==> src/rtl/play_game.sv <==
// Memory-match game core: 6x6 cursor, two-card select, reveal, match bookkeeping, LED compose.
// Latency: key/button edge acts at the sampling clock edge; LEDs are combinational from state registers.
// Backpressure: none; presses arriving while they cannot act (found card, SHOW, GAMEOVER) are dropped.
//
// Ports:
//   clock, resetN      rising-edge clock, asynchronous active-low reset
//   keys[3:0]          arrow keys {right, left, down, up}, active-high
//   A                  select button, active-high
//   LEDs[35:0]         one LED per grid position, index = row*6 + col

// LED composition and found-pair bookkeeping for the game core.
// Latency: LEDs combinational from registers; foundLocs/FP update on the edge set_found is high.
// Backpressure: none.
module play_game_led (
    input  logic        clock,
    input  logic        resetN,
    input  logic [5:0]  mem6x6,
    input  logic [5:0]  card1Loc,
    input  logic [5:0]  card2Loc,
    input  logic        card1_valid,
    input  logic        card2_valid,
    input  logic        set_found,
    input  logic        GO,
    output logic [35:0] LEDs,
    output logic [35:0] foundLocs,
    output logic        full_on_match,
    output logic        FP
);
    logic [35:0] memPosition;
    logic [35:0] card1LED;
    logic [35:0] card2LED;

    assign memPosition = 36'd1 << mem6x6;
    assign card1LED    = card1_valid ? (36'd1 << card1Loc) : 36'd0;
    assign card2LED    = card2_valid ? (36'd1 << card2Loc) : 36'd0;

    // True when marking the two shown cards would complete the board.
    assign full_on_match = &(foundLocs | card1LED | card2LED);

    assign LEDs = GO ? {36{1'b1}} : (memPosition | foundLocs | card1LED | card2LED);

    always_ff @(posedge clock or negedge resetN) begin
        if (!resetN) begin
            foundLocs <= 36'd0;
            FP        <= 1'b0;
        end else begin
            FP <= set_found;
            if (set_found) begin
                foundLocs <= foundLocs | card1LED | card2LED;
            end
        end
    end
endmodule

// Game core top: cursor movement, card selection FSM, reveal timer, game-over detection.
// Latency: presses act at the edge they are first sampled high; match result SHOW_CYCLES edges after card2.
// Backpressure: none; held inputs act once, ignored presses are not queued.
module play_game #(
    parameter int SHOW_CYCLES = 8
) (
    input  logic        clock,
    input  logic        resetN,
    input  logic [3:0]  keys,
    input  logic        A,
    output logic [35:0] LEDs
);
    localparam int CNT_W = (SHOW_CYCLES > 1) ? $clog2(SHOW_CYCLES) : 1;
    localparam logic [CNT_W-1:0] CNT_LAST = CNT_W'(SHOW_CYCLES - 1);

    typedef enum logic [1:0] {
        SEL1     = 2'd0,
        SEL2     = 2'd1,
        SHOW     = 2'd2,
        GAMEOVER = 2'd3
    } state_t;

    state_t          state;
    logic [5:0]      mem6x6;
    logic [5:0]      card1Loc;
    logic [5:0]      card2Loc;
    logic [5:0]      selectedCard;
    logic [5:0]      card1_pair;
    logic            card1_valid;
    logic            card2_valid;
    logic            pair_match;
    logic            GO;
    logic [CNT_W-1:0] show_cnt;

    logic [3:0]      keys_prev;
    logic            a_prev;
    logic [3:0]      key_edge;
    logic            a_edge;
    logic [5:0]      col;
    logic [5:0]      next_pos;
    logic            found_here;
    logic            show_last;
    logic            set_found;
    logic [35:0]     foundLocs;
    logic            full_on_match;
    logic            fp_pulse;
    logic            unused_fp;

    // The match pulse is for observation only; nothing in the core consumes it.
    assign unused_fp = fp_pulse;

    assign key_edge     = keys & ~keys_prev;
    assign a_edge       = A & ~a_prev;
    assign col          = mem6x6 % 6'd6;
    // Positions p and p+18 share a pair ID.
    assign selectedCard = (mem6x6 >= 6'd18) ? (mem6x6 - 6'd18) : mem6x6;
    assign found_here   = foundLocs[mem6x6];
    assign show_last    = (state == SHOW) && (show_cnt == CNT_LAST);
    assign set_found    = show_last && pair_match;

    // Priority is decided by which edge arrived, not by whether the move is legal:
    // an up edge on the top row blocks a simultaneous down/left/right.
    always_comb begin
        next_pos = mem6x6;
        if (key_edge[0]) begin
            if (mem6x6 >= 6'd6) next_pos = mem6x6 - 6'd6;
        end else if (key_edge[1]) begin
            if (mem6x6 < 6'd30) next_pos = mem6x6 + 6'd6;
        end else if (key_edge[2]) begin
            if (col != 6'd0) next_pos = mem6x6 - 6'd1;
        end else if (key_edge[3]) begin
            if (col != 6'd5) next_pos = mem6x6 + 6'd1;
        end
    end

    always_ff @(posedge clock or negedge resetN) begin
        if (!resetN) begin
            state       <= SEL1;
            mem6x6      <= 6'd0;
            card1Loc    <= 6'd0;
            card2Loc    <= 6'd0;
            card1_pair  <= 6'd0;
            card1_valid <= 1'b0;
            card2_valid <= 1'b0;
            pair_match  <= 1'b0;
            GO          <= 1'b0;
            show_cnt    <= '0;
            keys_prev   <= 4'd0;
            a_prev      <= 1'b0;
        end else begin
            keys_prev <= keys;
            a_prev    <= A;
            if (state != GAMEOVER) begin
                mem6x6 <= next_pos;
            end
            case (state)
                SEL1: begin
                    // Selection uses the pre-move cursor when A and an arrow coincide.
                    if (a_edge && !found_here) begin
                        card1Loc    <= mem6x6;
                        card1_pair  <= selectedCard;
                        card1_valid <= 1'b1;
                        state       <= SEL2;
                    end
                end
                SEL2: begin
                    if (a_edge && !found_here && (mem6x6 != card1Loc)) begin
                        card2Loc    <= mem6x6;
                        card2_valid <= 1'b1;
                        pair_match  <= (selectedCard == card1_pair);
                        show_cnt    <= '0;
                        state       <= SHOW;
                    end
                end
                SHOW: begin
                    if (show_last) begin
                        card1_valid <= 1'b0;
                        card2_valid <= 1'b0;
                        show_cnt    <= '0;
                        if (set_found && full_on_match) begin
                            GO    <= 1'b1;
                            state <= GAMEOVER;
                        end else begin
                            state <= SEL1;
                        end
                    end else begin
                        show_cnt <= show_cnt + 1'b1;
                    end
                end
                GAMEOVER: begin
                    GO <= 1'b1;
                end
                default: begin
                    state <= SEL1;
                end
            endcase
        end
    end

    play_game_led ledMod (
        .clock         (clock),
        .resetN        (resetN),
        .mem6x6        (mem6x6),
        .card1Loc      (card1Loc),
        .card2Loc      (card2Loc),
        .card1_valid   (card1_valid),
        .card2_valid   (card2_valid),
        .set_found     (set_found),
        .GO            (GO),
        .LEDs          (LEDs),
        .foundLocs     (foundLocs),
        .full_on_match (full_on_match),
        .FP            (fp_pulse)
    );
endmodule

==> config.mk <==
export PLATFORM = sky130hd
export DESIGN_NAME = play_game
export DESIGN_NICKNAME = d
export VERILOG_FILES = /design/src/rtl/play_game.sv
export SDC_FILE = /design/constraint.sdc
export NUM_CORES = 1
export LEC_CHECK = 0
export CAP_MARGIN = 20
export CORE_MARGIN = 1.5
export CORE_UTILIZATION = 60
export CTS_CLUSTER_SIZE = 40
export DETAILED_ROUTE_END_ITERATION = 7
export MAX_ROUTING_LAYER = met4
export PLACE_DENSITY = 0.86
export SLEW_MARGIN = 10
export SYNTH_ARGS = -nofsm -noshare
export SYNTH_HDL_FRONTEND = slang
export SYNTH_HIERARCHICAL = 1
export SYNTH_SLANG_ARGS = --single-unit
==> constraint.sdc <==
create_clock -name clock -period 5.8 [get_ports clock]
set_clock_uncertainty 0.05 [all_clocks]
set_input_delay 0.87 -clock clock [delete_from_list [all_inputs] [get_ports clock]]
set_output_delay 0.87 -clock clock [all_outputs]
set_load 0.01 [all_outputs]
======== After elaboration in Yosys (flattened, before gate mapping) ========
Cells that the tools add are included.
storage, ports and cells
  output and inout port bits .............. 36
  word-level logic and storage cells ...... 104
  bits of input ports ..................... 7
  flip-flop bits (word level) ............. 74
cells by class
  reduce and logical (&&, ||, !) cells .... 23
  $add $sub $neg .......................... 6
  magnitude comparators ................... 4
  shift-type cells ........................ 3
  divide/modulo/power cells ............... 1
  bitwise gates (word level) .............. 9
  mux-type cells .......................... 30
  equality and inequality tests ........... 15
operators by type and width
  kind                    count
  $or A36 B36 Y36         5
  $mux W36                3
  $shl A1 B6 Y36 const A  3
  $mux W6                 9
  $reduce_and A36 Y1      1
  $reduce_and A3 Y1       3
  $mux W2                 4
  $ne A2 B2 Y1 const B    4
  $reduce_bool A4 Y1      2
  $lt A6 B7 Y1 const B    1
  $add A6 B1 Y6 const B   1
  $add A6 B3 Y6 const B   1
  $bmux W1 S6             1
  $eq A6 B6 Y1            1
  $ge A6 B3 Y1 const B    1
  $ge A6 B5 Y1 const B    1
  $lt A6 B5 Y1 const B    1
  $mod A6 B3 Y6 const B   1
  $mux W1                 6
  $mux W3                 2
  $ne A6 B3 Y1 const B    1
  $ne A6 B6 Y1            1
  $pmux W1 S2             3
  $pmux W2 S3             1
  other kinds (24)        34

======== Depth between registers and ports, before layout ========
  depth in word-level cells ............... 9
  gate-level depth with buffers ........... 18
  depth with buffers taken out ............ 15

======== Modules after synthesis ========
The synthesis kept the hierarchy.
modules (own cells, without submodules)
  module         area each (sq um)  cells an instance  sequential area each (sq um)  times used
  play_game      2,986.6            318                925.9                         1
  play_game_led  2,576.2            296                925.9                         1

======== Worst setup path after synthesis ========
OpenSTA, ideal clock, no wires.
  kind .................................... register to register
  start ................................... register mem6x6[1]
  end ..................................... register mem6x6[4]
  slack ................................... 676 ps
  stages on the path, launching flop included .. 19
  library setup time ...................... 125 ps
  data required time ...................... 5,625 ps
  data arrival time ....................... 4,950 ps
  clock period less this slack ............ 5,124 ps
  path buffers ............................ 3
  path through ............................ dfrtp_1 -> clkbuf_1 -> clkbuf_1 -> inv_1 -> ha_1 -> a21boi_0 -> ha_1 -> buf_2 -> nor3b_1 -> o221ai_1 -> a32oi_1 -> mux2i_1 -> ha_1 -> or3_1 -> o21ai_0 -> o211ai_1 -> a32oi_1 -> a21o_1 -> mux2_2
on the way
  longest elaborated chain between the ends .. 6
  elaborated cells on any way between the ends .. 22
  classes of those cells .................. 4 x add/sub; 1 x div; 2 x order compare; 4 x eq/ne; 8 x mux; 3 x reduce/logical
ends and longest elaborated chain
  item                                                   RTL line  text
  from (decl)                                            78        logic [5:0] mem6x6;
  from (signal assigned)                                 148       mem6x6 <= next_pos;
  branches (longest 6 deep; another with $mod A6 B3 Y6)  --
Parallel ways; which one is timed is not known. The select of a mux whose other input is x is not followed.
A chain may end at the register's enable or synchronous reset.

======== Worst setup path after layout ========
  start ................................... register mem6x6[2]
  end ..................................... register mem6x6[4]
The elaborated chain is that of the path after synthesis.

==> results.ini <==
[finish]
final_common_cell=dfrtp_1
nets=658
layout_common_cells=dfrtp_1, nor2_1, nand2_1
drive_above_1_share=0.0939
diodes=0
final_cell_count_no_fill=747
syn2layout_area_growth_pct=12.5

[timing]
setup_violations=0
slew_headroom=0.290
fmax_ghz=0.194
setup_tns_ns=0
drv_slew=0
timing.final.crit_share=0.889
rsz0062_at_grt=false
hold_viol_final=0
worst_pin_slew_ns=1.05
post-route-min-period_ns=5.16

[yosys]
synth.avg_cell_area_um2=9.03
postSynthCellCount=613
synth_nets=637
ys_warn_count=6
synth_area_mm2=0.00554

[clock_network]
clock_sinks=73
cts_tree=yes
clock_tree.root_cell=clkbuf_8
path_clk_slew_ns=0.08
post_cts_buffers=0
h-tree-depth=3
cts-resized-gates=0
clk_path_buf_depth=2
insertion_delay_ns=0.36
numCtsBuffers=9
hold_buffers=0

[run_status]
status=completed

[global_routing]
grt_pass1_wl_mm=24.9
grt_usage=0.334
grt_antenna_before_repair=0
grt_start_max_net_pins=74
gr-total-overflow=0
grt_pass1_vias=4901

[worst_setup_path]
cp.arrival_ns=5.34
critPathRequiredTime_ns=5.98
reg2reg_depth=15
crit_path_cell_trace=clkinv_1 > ha_1 > a21boi_0 > ha_1 > nor4bb_1 > o21ai_0 > a32oi_1 > mux2i_1 > ha_1 > or3_1 > o21ai_0 > o211ai_1 > a32oi_1 > a21o_1 > mux2_2
critPathLaunch=mem6x6[2]
crit_end=mem6x6[4]
rr_endpoint=mem6x6[4]
r2r_setup_slack_ns=0.64
reg2reg_from=mem6x6[2]
path_common_cell=ha_1
end_kind=flip-flop
cpPeakStageDelay_ns=0.54
worstSetupPathType=flip-flop to flip-flop
cp-start-kind=flip-flop
crit_fanout=16
cp_slowest_cell=a32oi_1

[power]
leakagePower_nw=2.58
powerDensity_mw_per_mm2=504
ir_worst_vdd_v=0.000337
power.total_mw=3.14

[die]
core_area_mm2=0.00885
rows=34
die_area_mm2=0.00981
initial_core_util=0.626
dieWidth_um=99.1
io_pins=43
die_h_um=99.1

[drt]
drt-vias-per-instance=7.17
route.detailed.drc=0
initialDrtViolationCount=704
vias=5358
wl_mm=16.1
ant_nets=0
firstDrtPassIters=7
wl_per_cell_um=21.5

[placement]
dp_cells=730
portBuffers=42
gp_congestion=1.02
place_hpwl_mm=11.4

[run]
drv_cap=0

[hold_path]
min_path_type=flip-flop to flip-flop

==> power breakdown <==
part | internal (mW) | leakage [nW] | switching (mW) | total, mW
sequential | 0.606 | 0.942 | 0.183 | 0.790
clock | 0.246 | 0.106 | 0.215 | 0.461
combinational | 0.743 | 1.53 | 1.15 | 1.89
total | 1.60 | 2.58 | 1.54 | 3.14
==> worst max-delay path: cells and delay by family, from the launching register on <==
family	cells	cell delay [ns]
multiplexers	2	0.68
AO/OA/AOI/OAI	7	1.86
buffers and inverters	1	0.27
adder cells (fa/ha/maj)	3	1.15
AND/OR/NAND/NOR	2	0.69
flip-flops	1	0.35
==> flip-flops by register name, indices dropped and copies added, names as in the netlist <==
name,cells
ledMod/foundLocs,36
card1Loc,6
card2Loc,6
mem6x6,6
card1_pair,5
keys_prev,4
show_cnt,3
state,2
GO,1
a_prev,1
card1_valid,1
card2_valid,1
pair_match,1
==> how the worst min path moves through the flow <==
stage | start | end | slack, ns | cells after the start
after global routing | pair_match | pair_match | 0.48 | 1
final | card1_pair[4] | card1_pair[4] | 0.46 | 2
after floorplan | GO | GO | 0.39 | 2
after global placement | card1_pair[3] | card1_pair[3] | 0.43 | 2
after detailed placement | card1_pair[4] | card1_pair[4] | 0.44 | 2
after CTS | card1_pair[3] | card1_pair[3] | 0.46 | 2
==> through the flow <==
| stage | setup WS [ns] | instance area (µm²) | util | hold WS (ns) |
|---|---|---|---|---|
| 5_1_grt | 0.306 | 6230 | 0.704 | 0.478 |
| 2_1_floorplan | 0.676 | 5540 | - | 0.387 |
| 6_report | 0.644 | 6230 | 0.704 | 0.457 |
| 3_5_place_dp | 0.767 | 5980 | 0.675 | 0.443 |
| 3_3_place_gp | 0.990 | 5980 | 0.675 | 0.434 |
| 4_1_cts | 0.744 | 6200 | 0.701 | 0.460 |
==> area by class of cell <==
| cell class | instances | area [µm²] |
|---|---|---|
| Multi-Input combinational cell | 482 | 3480 |
| Fill cell | 656 | 2620 |
| Sequential cell | 73 | 1830 |
| Timing Repair Buffer | 50 | 498 |
| Tap cell | 108 | 135 |
| Clock buffer | 9 | 124 |
| Clock inverter | 7 | 101 |
| Inverter | 18 | 67.6 |
==> metal layers <==
metal,vias up,routed length [µm],global-route usage
met5,-,0,-
met4,0,417,0.112
met3,54,1830,0.0837
met2,367,7450,0.512
met1,2565,6380,0.436
li1,2372,-,-
Power figures use the tool's default switching activity.
